[src/rtl/pa_f_spsram_ctrl_pkg.sv]
// Shared types and constants for the single-port SRAM request controller.
package pa_f_spsram_ctrl_pkg;

  // Controller phase: zero-fill sweep, then normal traffic
  typedef enum logic {
    ST_INIT = 1'b0,
    ST_RUN  = 1'b1
  } state_e;

  // Idle levels of the active-low macro strobes
  localparam logic CEN_IDLE  = 1'b1;
  localparam logic GWEN_IDLE = 1'b1;

endpackage

[src/rtl/pa_f_spsram_init_seq.sv]
// Post-reset zero-fill sequencer: walks every address once, then flags done.
module pa_f_spsram_init_seq
  import pa_f_spsram_ctrl_pkg::*;
#(
  parameter int unsigned ADDR_WIDTH = 9,
  parameter int unsigned DATA_WIDTH = 16,
  parameter bit          INIT_EN    = 1'b1
) (
  input  logic                  i_clk,
  input  logic                  i_rst,
  output logic                  o_init_done,
  output logic [ADDR_WIDTH-1:0] o_a_c,
  output logic                  o_cen_c,
  output logic                  o_gwen_c,
  output logic [DATA_WIDTH-1:0] o_wen_c
);

  state_e                r_state;
  logic [ADDR_WIDTH-1:0] r_init_cnt;
  logic                  r_init_done;
  logic                  w_init_act;

  // Sweep counter and INIT->RUN transition; done flag tracks RUN
  always_ff @(posedge i_clk) begin
    if (i_rst) begin
      r_state     <= INIT_EN ? ST_INIT : ST_RUN;
      r_init_cnt  <= '0;
      r_init_done <= ~INIT_EN;
    end else begin
      case (r_state)
        ST_INIT: begin
          r_init_cnt <= r_init_cnt + ADDR_WIDTH'(1);
          if (&r_init_cnt) begin
            r_state     <= ST_RUN;
            r_init_done <= 1'b1;
          end
        end
        default: begin
          r_state <= ST_RUN;
        end
      endcase
    end
  end

  // Zero-write strobes while sweeping; idle while reset is held
  always_comb begin
    w_init_act = (r_state == ST_INIT) & ~i_rst;
    o_a_c      = r_init_cnt;
    o_cen_c    = w_init_act ? 1'b0 : CEN_IDLE;
    o_gwen_c   = w_init_act ? 1'b0 : GWEN_IDLE;
    o_wen_c    = w_init_act ? '0 : '1;
  end

  assign o_init_done = r_init_done;

endmodule

[src/rtl/pa_f_spsram_ctrl.sv]
// Valid/ready front end for a single-port SRAM macro with a 2-deep read pipe.
module pa_f_spsram_ctrl
  import pa_f_spsram_ctrl_pkg::*;
#(
  parameter int unsigned ADDR_WIDTH = 9,
  parameter int unsigned DATA_WIDTH = 16,
  parameter bit          INIT_EN    = 1'b1
) (
  input  logic                  forever_cpuclk,
  input  logic                  cpurst,
  input  logic                  req_vld,
  output logic                  req_rdy,
  input  logic                  req_wr,
  input  logic [ADDR_WIDTH-1:0] req_addr,
  input  logic [DATA_WIDTH-1:0] req_wdata,
  input  logic [DATA_WIDTH-1:0] req_bmask,
  output logic                  rsp_vld,
  input  logic                  rsp_rdy,
  output logic [DATA_WIDTH-1:0] rsp_rdata,
  output logic                  init_done,
  output logic [ADDR_WIDTH-1:0] sram_a,
  output logic                  sram_cen,
  output logic                  sram_gwen,
  output logic [DATA_WIDTH-1:0] sram_wen,
  output logic [DATA_WIDTH-1:0] sram_d,
  input  logic [DATA_WIDTH-1:0] sram_q
);

  logic                  w_init_done;
  logic [ADDR_WIDTH-1:0] w_init_a;
  logic                  w_init_cen;
  logic                  w_init_gwen;
  logic [DATA_WIDTH-1:0] w_init_wen;

  logic                  r_s1_vld;
  logic                  r_rsp_vld;
  logic [DATA_WIDTH-1:0] r_rsp_rdata;

  logic                  w_s1_stall;
  logic                  w_acc;
  logic                  w_acc_wr;
  logic                  w_acc_rd;
  logic                  w_rsp_load;

  pa_f_spsram_init_seq #(
    .ADDR_WIDTH (ADDR_WIDTH),
    .DATA_WIDTH (DATA_WIDTH),
    .INIT_EN    (INIT_EN)
  ) u_init_seq (
    .i_clk       (forever_cpuclk),
    .i_rst       (cpurst),
    .o_init_done (w_init_done),
    .o_a_c       (w_init_a),
    .o_cen_c     (w_init_cen),
    .o_gwen_c    (w_init_gwen),
    .o_wen_c     (w_init_wen)
  );

  // Accept rule: only in RUN, and never while s1 is blocked by the response reg
  always_comb begin
    w_s1_stall = r_s1_vld & r_rsp_vld & ~rsp_rdy;
    req_rdy    = w_init_done & ~w_s1_stall & ~cpurst;
    w_acc      = req_vld & req_rdy;
    w_acc_wr   = w_acc & req_wr;
    w_acc_rd   = w_acc & ~req_wr;
    w_rsp_load = r_s1_vld & (~r_rsp_vld | rsp_rdy);
  end

  // Strobe mux: sweep strobes until done, then the accepted request
  always_comb begin
    sram_a    = req_addr;
    sram_cen  = CEN_IDLE;
    sram_gwen = GWEN_IDLE;
    sram_wen  = '1;
    sram_d    = req_wdata;
    if (!w_init_done) begin
      sram_a    = w_init_a;
      sram_cen  = w_init_cen;
      sram_gwen = w_init_gwen;
      sram_wen  = w_init_wen;
      sram_d    = '0;
    end else if (w_acc) begin
      sram_cen = 1'b0;
      if (w_acc_wr) begin
        sram_gwen = 1'b0;
        sram_wen  = ~req_bmask;
      end
    end
  end

  // s1 tracks the read in flight on sram_q; response reg holds it for the consumer
  always_ff @(posedge forever_cpuclk) begin
    if (cpurst) begin
      r_s1_vld    <= 1'b0;
      r_rsp_vld   <= 1'b0;
      r_rsp_rdata <= '0;
    end else begin
      if (w_rsp_load) begin
        r_rsp_rdata <= sram_q;
        r_rsp_vld   <= 1'b1;
      end else if (rsp_rdy) begin
        r_rsp_vld <= 1'b0;
      end
      if (w_acc_rd) begin
        r_s1_vld <= 1'b1;
      end else if (w_rsp_load) begin
        r_s1_vld <= 1'b0;
      end
    end
  end

  assign rsp_vld   = r_rsp_vld;
  assign rsp_rdata = r_rsp_rdata;
  assign init_done = w_init_done;

endmodule

[config.mk]
export PLATFORM = sky130hd
export DESIGN_NAME = pa_f_spsram_ctrl
export DESIGN_NICKNAME = d
export VERILOG_FILES = /design/src/rtl/pa_f_spsram_ctrl_pkg.sv /design/src/rtl/pa_f_spsram_init_seq.sv /design/src/rtl/pa_f_spsram_ctrl.sv
export SDC_FILE = /design/constraint.sdc
export NUM_CORES = 1
export LEC_CHECK = 0
export ABC_AREA = 1
export BUFFER_PORTS_ARGS = -buffer_cell sky130_fd_sc_hd__buf_2
export CORE_ASPECT_RATIO = 1.75
export CORE_UTILIZATION = 40
export DETAILED_ROUTE_END_ITERATION = 8
export HOLD_SLACK_MARGIN = 0.06
export MAX_ROUTING_LAYER = met4
export PLACE_DENSITY_LB_ADDON = 0.08
export SKIP_LAST_GASP = 1
export SLEW_MARGIN = 10
export SYNTH_ARGS = -nofsm -noshare
export SYNTH_HDL_FRONTEND = slang
export SYNTH_SLANG_ARGS = --single-unit
[constraint.sdc]
create_clock -name forever_cpuclk -period 1.9 [get_ports forever_cpuclk]
set_input_delay 0.095 -clock forever_cpuclk [delete_from_list [all_inputs] [get_ports forever_cpuclk]]
set_output_delay 0.095 -clock forever_cpuclk [all_outputs]
set_load 0.005 [all_outputs]
==> key figures <==
Status
  – Run status: completed

Synth
  – Cells taking the most area after synthesis: dfxtp_1 (36%), nand2_1 (12%), nor2_1 (11%)
  – Yosys cell types: 24
  – Most used standard cell by instance count after synthesis: nand2_1
  – Number of register bits inferred by synthesis: 29
  – Primary FF master, synth: dfxtp_1
  – Syn Inst Count: roughly 250
  – Cell taking the most area after synthesis: dfxtp_1
  – Count of flip-flops with a built-in enable after synthesis: 0
  – Post-synthesis net count: 318
  – Area share of the leading cell type in the synthesized netlist: 0.356
  – Average cell area after synthesis: 6.42 um2
  – Cell area after synthesis: 0.00163 mm2
  – Synth async-reset ratio: 0
  – Portion of the post-synthesis area used by sequential elements: 0.356
  – Leading cell types by count after synthesis: nand2_1 (52), nor2_1 (47), inv_1 (30)
  – Ys Warns: 0

Place
  – Input/output buffers: approximately 120
  – Setup WS pre-CTS: around 0.5 ns
  – Final Wtd Congestion: roughly 0.70
  – Placed cell area: 0.00225 mm2
  – Placed Cells: roughly 420
  – Detailed Place HPWL: 3.17 mm

Global route
  – Maximum number of pins on one net before global-route repair: 32
  – Vias in the first global route: 1586
  – First-pass GRT wire length: roughly 6.4 mm
  – All-Layer GR Usage: 0.193
  – Number of antenna violations at the first check in global routing: 0
  – Sum of overflow across all layers after global routing: 0

Detailed routing
  – Overall via count from detail_route: 1919
  – Number of vias per cell after detailed routing: around 4.5
  – Drt initial violations: 24
  – WL/cell: ~9.8 um
  – Number of routed nets with antenna violations: 0
  – Total Routed Length: slightly above 4 mm
  – 1st-pass router iterations: 4
  – Post-detailed-route DRC marker count: 0

Floorplan
  – Overall die width: slightly above 50 um
  – Height of the die: 86.5 um
  – Effective utilization at floorplan: 0.418
  – Die area: approximately 0.0043 mm2
  – I/O Pins: between 100 and 150
  – Core outline area: slightly below 0.004 mm2
  – Number of rows created at floorplan: 30

STA
  – Max Fclk: 0.632 GHz
  – Fin crit share: 0.833
  – Final worst setup slack: approximately 0.32 ns
  – Time the worst path needs with I/O delays and setup: 1.58 ns
  – Max-slew violation count: 0
  – RSZ-0062 raised after global routing: false
  – Worst Max-Slew Pin Slew: about 0.55 ns
  – Count of final setup violators: 0
  – Final worst hold slack: 0.0726 ns
  – Final Hold Vio Count: 0
  – Worst max-slew margin expressed relative to the limit: 0.632
  – Accumulated negative setup slack: 0 ns
  – Final clock skew: 0.00830 ns

Layout
  – Cell area after layout: about 0.0023 mm2
  – Number of diodes: 0
  – Core Util, Final: 0.601
  – Total Nets Final: 439
  – Signed area change from the synthesized netlist to the final layout: 43.7%
  – Share of cells above drive strength 1: 0.421
  – Count of placed standard cells in the final layout, fillers left out: 423
  – Number of inserted filler cells in the final layout: roughly 440

Pwr
  – Lkg Pwr: about 1.4 nW
  – Pwr dens: roughly 540 mW/mm2
  – Worst voltage drop across the vdd grid: around 0.59 mV
  – Total power after layout: between 1 and 1.5 mW

Min path
  – Min-Delay Path Class: input port to register

Clocking
  – CTS Buf Count: 5
  – Number of setup buffers added after CTS: 0
  – Number of H-tree levels: 2
  – TritonCTS clock tree: yes
  – Clock slew at reported path FFs: around 0.060 ns
  – Clock network latency to the later pin of the worst-skew pair: 0.28 ns
  – Deepest clock path buffer count: 2
  – Clock net sink count: 29
  – Library cell used as clock root buffer: clkbuf_8

Setup path
  – Type of the worst setup path: register to primary output
  – Crit path launch type: register
  – Largest fanout on the critical path: 21
  – Data arrival time of the worst path: 1.49 ns
  – Master of the slowest instance on the critical path: dfxtp_1
  – Largest stage delay, worst path: just over 0.4 ns
  – Sequence of cells on the critical path: inv_4, nor2_2, nand3_2, nand2_4, nand3_1, buf_2
  – Crit end category: primary output
  – Required time of the critical path: approximately 1.8 ns

Run
  – Number of maximum-capacitance constraint violations: 0
## cell type report
| class | instances | area (um2) | share of cell area |
|---|---|---|---|
| sequential | 29 | 581 | 0.248 |
| multi-input combinational | 180 | 851 | 0.363 |
| clock buffer | 7 | 86.3 | 0.0368 |
| inverter | 33 | 126 | 0.0539 |
| timing repair buffer | 126 | 641 | 0.273 |
| tap | 48 | 60.1 | 0.0256 |
## cells by family after synthesis
logic type | Yosys count | synth area share
fa+ha+maj | 2 | 0.0153
simple gates | 146 | 0.407
compound gates | 32 | 0.0989
buf+inv | 45 | 0.123
flops | 29 | 0.356
## flip-flops by register name, indices dropped and copies added (netlist names)
register	flops
rsp_rdata	16
r_s1_vld	1
rsp_vld	1
u_init_seq.o_init_done	1
u_init_seq.o_a_c	9
u_init_seq.r_state	1
## report_power, final
part	switching, mW	internal, mW	leakage, nW	total, mW
clock	0.215	0.287	0.0443	0.502
combinational	0.0626	0.0795	1.09	0.142
sequential	0.00492	0.614	0.234	0.619
total	0.283	0.980	1.37	1.26
## path summary, 6_finish.rpt
path,start,to,slack [ns],cells past startpoint
worst max-delay path,u_init_seq.o_init_done,sram_wen[8],0.32,6
worst min-delay path,sram_q[1],rsp_rdata[1],0.07,3
worst max register to register,u_init_seq.o_a_c[1],u_init_seq.o_a_c[8],0.49,8
worst min register to register,u_init_seq.o_a_c[4],u_init_seq.o_a_c[4],0.47,2
## critical path, delay by kind of cell (launching register included)
kind                   cells  cell delay (ns)
buffers and inverters      2             0.28
and+or+nand+nor            4             0.52
DFF                        1             0.41
## cell usage in the layout, fill, tap and decap left out
| cell type | instances |
|---|---|
| buf_2 | 123 |
| nand2_1 | 52 |
| nor2_1 | 47 |
| inv_1 | 30 |
| dfxtp_1 | 29 |
| o21ai_0 | 23 |
| nand3_1 | 20 |
| or2_2 | 16 |
| a21oi_1 | 6 |
| clkbuf_8 | 6 |
| nand3_2 | 3 |
| inv_2 | 2 |
| nand2_4 | 2 |
| nor3_1 | 2 |
| o21ai_1 | 2 |
| ha_1 | 2 |
| buf_4 | 2 |
| inv_4 | 1 |
| nor2_2 | 1 |
| nand2_2 | 1 |
| nor2_4 | 1 |
| nand4_1 | 1 |
| a31oi_1 | 1 |
| clkbuf_1 | 1 |
| dlygate4sd3_1 | 1 |
## metal layers
metal,part of all wire,wire length [um],global-route usage,up-vias
li1,-,-,-,1023
met1,0.39,1630,0.175,808
met2,0.51,2110,0.362,83
met3,0.078,324,0.0526,5
met4,0.016,68,0.0831,0
met5,0,0,-,-
## what timing repair did
action / 4_1_cts / 5_1_grt
gates resized for setup: 0 / 0
hold buffers: 1 / 0
endpoints found under the hold margin: 1 / 0
(Power assumes the default switching activity.)
